--- src/rtl/fetch_unit_pkg.sv ---
// Shared definitions for the fetch unit: FSM state type, default PC width and the
// jump/branch target constants.
package fetch_unit_pkg;

  typedef enum logic [1:0] {
    IDLE = 2'd0,
    RUN  = 2'd1,
    DONE = 2'd2
  } fetch_state_t;

  localparam int unsigned PC_W_DEFAULT = 10;

  // Target LUT contents. Each entry is an absolute target for Jump and a signed
  // offset for a taken branch, so they are kept as signed ints and truncated to PC_W.
  localparam int kTarg0 = 5;
  localparam int kTarg1 = -3;
  localparam int kTarg2 = 100;
  localparam int kTarg3 = 1020;

endpackage

--- src/rtl/pc_target_lut.sv ---
// 4-entry jump/branch target lookup, purely combinational.
module pc_target_lut
  import fetch_unit_pkg::*;
#(
  parameter int unsigned PC_W = PC_W_DEFAULT
) (
  input  logic [1:0]      PCTarg,
  output logic [PC_W-1:0] Target
);

  // Select the constant addressed by the decoder's target index.
  always_comb begin
    Target = '0;
    unique case (PCTarg)
      2'd0: Target = PC_W'(kTarg0);
      2'd1: Target = PC_W'(kTarg1);
      2'd2: Target = PC_W'(kTarg2);
      2'd3: Target = PC_W'(kTarg3);
      default: Target = '0;
    endcase
  end

endmodule

--- src/rtl/fetch_unit.sv ---
// Program counter and fetch sequencer for the 9-bit core. Runs the Start/Done
// handshake with the harness and resolves jumps and branches.
// Optional feature: define FETCH_STALL_EN to add the Stall input, which freezes
// the PC and the FSM while running.
module fetch_unit
  import fetch_unit_pkg::*;
#(
  parameter int unsigned     PC_W       = PC_W_DEFAULT,
  parameter logic [PC_W-1:0] START_ADDR = '0
) (
  input  logic            Clk,
  input  logic            Reset,
  input  logic            Start,
  input  logic            Jump,
  input  logic            BranchEn,
  input  logic            Zero,
  input  logic [1:0]      PCTarg,
  input  logic            Ack,
`ifdef FETCH_STALL_EN
  input  logic            Stall,
`endif
  output logic [PC_W-1:0] ProgCtr,
  output logic            Running,
  output logic            Done
);

  fetch_state_t    state_q, state_d;
  logic [PC_W-1:0] pc_q, pc_d;
  logic [PC_W-1:0] target;
  logic            stall;

`ifdef FETCH_STALL_EN
  assign stall = Stall;
`else
  assign stall = 1'b0;
`endif

  pc_target_lut #(
    .PC_W(PC_W)
  ) u_lut (
    .PCTarg(PCTarg),
    .Target(target)
  );

  // Next state and next PC; in RUN the priority is Ack > Jump > taken branch > increment.
  always_comb begin
    state_d = state_q;
    pc_d    = pc_q;
    case (state_q)
      IDLE: begin
        pc_d = '0;
        if (Start) begin
          state_d = RUN;
          pc_d    = START_ADDR;
        end
      end
      RUN: begin
        if (!stall) begin
          if (Ack) begin
            // PC stays on the halt instruction.
            state_d = DONE;
          end else if (Jump) begin
            pc_d = target;
          end else if (BranchEn && Zero) begin
            // Offset is PC_W wide, so the sum is already sign-extended and wraps mod 2**PC_W.
            pc_d = pc_q + target;
          end else begin
            pc_d = pc_q + PC_W'(1);
          end
        end
      end
      DONE: begin
        if (!Start) begin
          state_d = IDLE;
          pc_d    = '0;
        end
      end
      default: begin
        state_d = IDLE;
        pc_d    = '0;
      end
    endcase
  end

  // State and PC registers with synchronous reset.
  always_ff @(posedge Clk) begin
    if (Reset) begin
      state_q <= IDLE;
      pc_q    <= '0;
    end else begin
      state_q <= state_d;
      pc_q    <= pc_d;
    end
  end

  assign ProgCtr = pc_q;
  assign Running = (state_q == RUN);
  assign Done    = (state_q == DONE);

endmodule
--- config.mk ---
export PLATFORM = sky130hd
export DESIGN_NAME = fetch_unit
export DESIGN_NICKNAME = d
export VERILOG_FILES = /design/src/rtl/fetch_unit_pkg.sv /design/src/rtl/pc_target_lut.sv /design/src/rtl/fetch_unit.sv
export SDC_FILE = /design/constraint.sdc
export NUM_CORES = 1
export LEC_CHECK = 0
export ABC_AREA = 1
export BUFFER_PORTS_ARGS = -buffer_cell sky130_fd_sc_hd__buf_2
export CAP_MARGIN = 25
export CORE_MARGIN = 4
export CORE_UTILIZATION = 58
export DETAILED_ROUTE_END_ITERATION = 6
export PLACE_DENSITY = 0.84
export SLEW_MARGIN = 20
export SYNTH_ARGS = -nofsm -noshare
export SYNTH_HDL_FRONTEND = slang
export SYNTH_HIERARCHICAL = 1
export SYNTH_SLANG_ARGS = --single-unit
--- constraint.sdc ---
create_clock -name Clk -period 4.8 [get_ports Clk]
set_input_delay 0.48 -clock Clk [delete_from_list [all_inputs] [get_ports Clk]]
set_output_delay 0.48 -clock Clk [all_outputs]
set_load 0.05 [all_outputs]
# ---- Word-level counts from Yosys, hierarchy flattened
# Cells that the tools add are included.
dict set report classes {
  addsub 2
  n_eq_ne 9
  mux 10
  reduce_logical 5
}
# op count
set op_table {}
lappend op_table {{two-way mux 10 bit} 4}
lappend op_table {{case mux 10 bit (4 select lines)} 1}
lappend op_table {{case mux 10 bit (2 select lines)} 1}
lappend op_table {{adder 10 x 1 -> 10 bit (second input constant)} 1}
lappend op_table {{adder 10 bit} 1}
lappend op_table {{!= test 2 bit (second input constant)} 4}
lappend op_table {{equality test 2 bit (second input constant)} 3}
lappend op_table {{two-way mux 2 bit} 3}
lappend op_table {{case mux 2 bit (3 select lines)} 1}
lappend op_table {{equality test 2 x 1 -> 1 bit (second input constant)} 2}
lappend op_table {{zero test 2 bit} 2}
lappend op_table {{AND reduction 3 bit} 1}
lappend op_table {{AND reduction 2 bit} 1}
lappend op_table {{logical AND 1 bit} 1}
dict set report word_totals {
  ff_bits 12
  input_bits 9
  out_inout_bits 12
}

# ---- Logic depth before layout (Yosys ltp)
dict set report depth {
  ltp_word 7
  depth_mapped 15
}

# ---- Cells and area by module
# The synthesis kept the hierarchy.
# mod n_inst cells_per_inst area_per_inst_um2 seq_area_each_um2
set by_module_without_submodules {}
lappend by_module_without_submodules {fetch_unit 1 176 1058.5 240.2}
lappend by_module_without_submodules {pc_target_lut 1 13 77.6 0.0}

# ---- Least setup slack after synthesis
# No wires, ideal clock.
dict set report synth_path {
  path_kind {input to register}
  startpoint {in BranchEn}
  endpoint {reg pc_q[8] (netlist: ProgCtr[8])}
  arrival_time_ns 1.781
  t_required_ns 4.687
  path_slack_ns 2.906
  cell_stages 13
  n_path_buf 0
  cell_sequence {nand2_2 inv_1 nand2_1 ha_1 fa_1 nand3_1 nand2_1 nand2_1 nand2_1 nand2_1 nand3_1 nand2_1 nand2_1}
}
dict set report synth_between {
  elab_chain_cells 5
}
# item line
set synth_lines {}
lappend synth_lines {{start, declared} fetch_unit.sv:15} ;# input logic BranchEn,
lappend synth_lines {{logical AND 1 bit} fetch_unit.sv:64} ;# end else if (BranchEn && Zero) begin
lappend synth_lines {{two-way mux 10 bit} fetch_unit.sv:64}
lappend synth_lines {{two-way mux 10 bit} fetch_unit.sv:62} ;# end else if (Jump) begin
lappend synth_lines {{two-way mux 10 bit} fetch_unit.sv:59} ;# if (Ack) begin
lappend synth_lines {{case mux 10 bit (2 select lines)} fetch_unit.sv:49} ;# case (state_q)
lappend synth_lines {{end signal, assigned} fetch_unit.sv:92} ;# pc_q <= pc_d;
lappend synth_lines {{end, declared} fetch_unit.sv:28} ;# logic [PC_W-1:0] pc_q, pc_d;
# Every way passes these cells. The select of a mux whose other input is x is not followed.
# A chain may end at the register's enable or synchronous reset.

# ---- Worst setup path after layout
# Ends and elaborated chain as after synthesis.

==> metrics <==
die area=2730 µm²; Design Area, Final=1240 µm²; CTS Buf Count=3; DRT Pass-1 Iters=4; Final min period=1.91 ns; DRC Markers=0; Port-buffer cells=20; CTS tree=done; Multi-input gate area=719 µm²; Fmax=523 MHz; Critical Path Slowest Stage Cell=fa_1; Final Util=0.698; DP Area=1210 µm²; clk sink count=12; critical path type=in -> reg; ANT cells=0; Avg Cell Area, Syn=6.01 µm²; WL final=2.71 mm; cts hold-fix bufs=0; Post-CTS Setup Inserts=0; period utilization=0.398; worst vdd ir=0.161 mV; worst-case clock buffer depth=2; Comb power frac=0.251; fin. max-slew vios=0; GR Util All Layers=0.225; vias in the first global route=1088; CTS-repair resized insts=0; fill count=166; GP Congestion=0.916; FF/Latch Area=240 µm²; Post-layout nets=224; Post-Syn Area=1140 µm²; # IOs=21; Lkg Pwr=0.734 nW; Overflow after GRT=0; outcome=finished clean; CP cell instances=buf_2, nand2_2, inv_1, nand2_1, ha_1, fa_1, nand3_1, nand2_1, nand2_1, nand2_1, nand2_1, nand3_1, nand2_1, nand2_1; later-pin clock latency in the skew report=0.28 ns; most common cell after layout, fill and taps aside=nand2_1; crit path DAT=2.10 ns; row count=15; Flop pwr share=0.415; Worst-path clk slew=0.09 ns; root buf cell=clkbuf_4; Net Sw Frac=0.343; syn_nets=208; Iter 0 DRT Violations=61; most frequent cells in the layout=nand2_1, inv_1, buf_2; Seq cells post-synth=12; via count=1223; initial antenna violation count=0; crit-path most repeated cell=nand2_1; total of max-cap violations=0; area grow syn2layout=9.47%; Clock Power Share=0.334; Yosys cell types=28; worst stage delay on the critical path=0.43 ns; Worst Skew=0.00427 ns; Power Density=206 nW/µm²; vias per cell=5.34; Warnings, synthesis=6; Core ar.=1780 µm²; Die X-Extent=52.3 µm; Max H-tree Level=1; Initial Utilization=0.637; Final TNS setup=0 ns; crit path max fanout=9; die height=52.3 µm; unrepaired setup endpoints after global routing=no; antenna viol nets, final=0; layout cell share with drive strength beyond 1=0.162; CP Data Required Time=4.98 ns; Gate Count Post-Synth=189; number of flops mapped to enable cells by yosys=0; Top FF cell, synth=dfxtp_1; internal power=169 µW; largest net degree at the start of global routing=13; Async SR Flop Fraction=0; crit path launch type=primary input; global-route wire length before repair=4.67 mm; Worst setup EP type=flop; hold crit path type=reg -> reg; hpwl dp=2.07 mm; sequential fraction of the synthesis area=0.211; Setup Viol. Count Final=0; net switching power=87.9 µW; final hold viol count=0; Wirelength per Cell=11.8 µm
==> cell type report <==
type | count | share of cell area
Clock buffer | 4 | 0.0292
Tap cell | 25 | 0.0252
Sequential cell | 12 | 0.193
Multi-Input combinational cell | 137 | 0.578
Inverter | 31 | 0.0936
Timing Repair Buffer | 20 | 0.0805
==> cells by family after synthesis <==
group           synth area share
xor+xnor                  0.0154
compound gates             0.131
simple gates               0.363
other cells              0.00661
fa+ha+maj                  0.117
buf+inv                    0.155
flops                      0.211
==> critical path, delay by kind of cell <==
family | cells | cell delay (ns)
buffers and inverters | 2 | 0.19
and+or+nand+nor | 10 | 0.76
adders and majority gates | 2 | 0.65
==> power groups by stage <==
| stage | Combinational, mW | Clock (mW) | Sequential (mW) |
|---|---|---|---|
| 3_3_place_gp | 0.0624 | 0 | 0.109 |
| 2_1_floorplan | 0.0430 | 0 | 0.117 |
| 5_1_grt | 0.0714 | 0.0931 | 0.107 |
| 4_1_cts | 0.0639 | 0.0864 | 0.106 |
| 3_5_place_dp | 0.0634 | 0 | 0.109 |
| 6_report | 0.0642 | 0.0857 | 0.106 |
==> routing by layer <==
layer / part of all wire / GRT usage / up-vias / routed length, µm
met5: 0 / 0 / - / 0
met4: 0.0096 / 0.0596 / 0 / 26
met3: 0.084 / 0.0342 / 8 / 228
met2: 0.45 / 0.362 / 49 / 1220
met1: 0.46 / 0.312 / 547 / 1240
li1: - / - / 619 / -
==> flip-flops by register name, summed over array words and instances (netlist names) <==
name,cells
ProgCtr,10
state_q,2
==> through the flow <==
stage | setup WS, ns | hold WS, ns | std cells | power (mW)
detailed placement | 2.61 | 0.437 | 225 | 0.172
finish | 2.89 | 0.449 | 229 | 0.256
global placement | 2.70 | 0.430 | 225 | 0.171
CTS | 2.90 | 0.453 | 229 | 0.257
floorplan | 2.91 | 0.419 | 189 | 0.160
global route | 2.72 | 0.482 | 229 | 0.272
==> path summary, 6_finish.rpt <==
kind | cells after the start | endpoint | start | slack [ns]
worst max-delay path | 14 | ProgCtr[8] | BranchEn | 2.89
worst min-delay path | 1 | state_q[0] | state_q[1] | 0.45
worst max register to register | 10 | ProgCtr[8] | ProgCtr[0] | 3.10
worst min register to register | 1 | state_q[0] | state_q[1] | 0.45
==> cell usage after synthesis, types with 3 or more instances <==
cell type,number,area share
o21ai_0,7,0.031
ha_1,9,0.099
nand3_1,15,0.066
buf_4,7,0.046
nand4_1,3,0.017
inv_1,27,0.089
inv_2,3,0.0099
a21oi_1,13,0.057
nand2_1,54,0.18
dfxtp_1,12,0.21
nor2_1,18,0.059
Power figures use the tool's default switching activity.
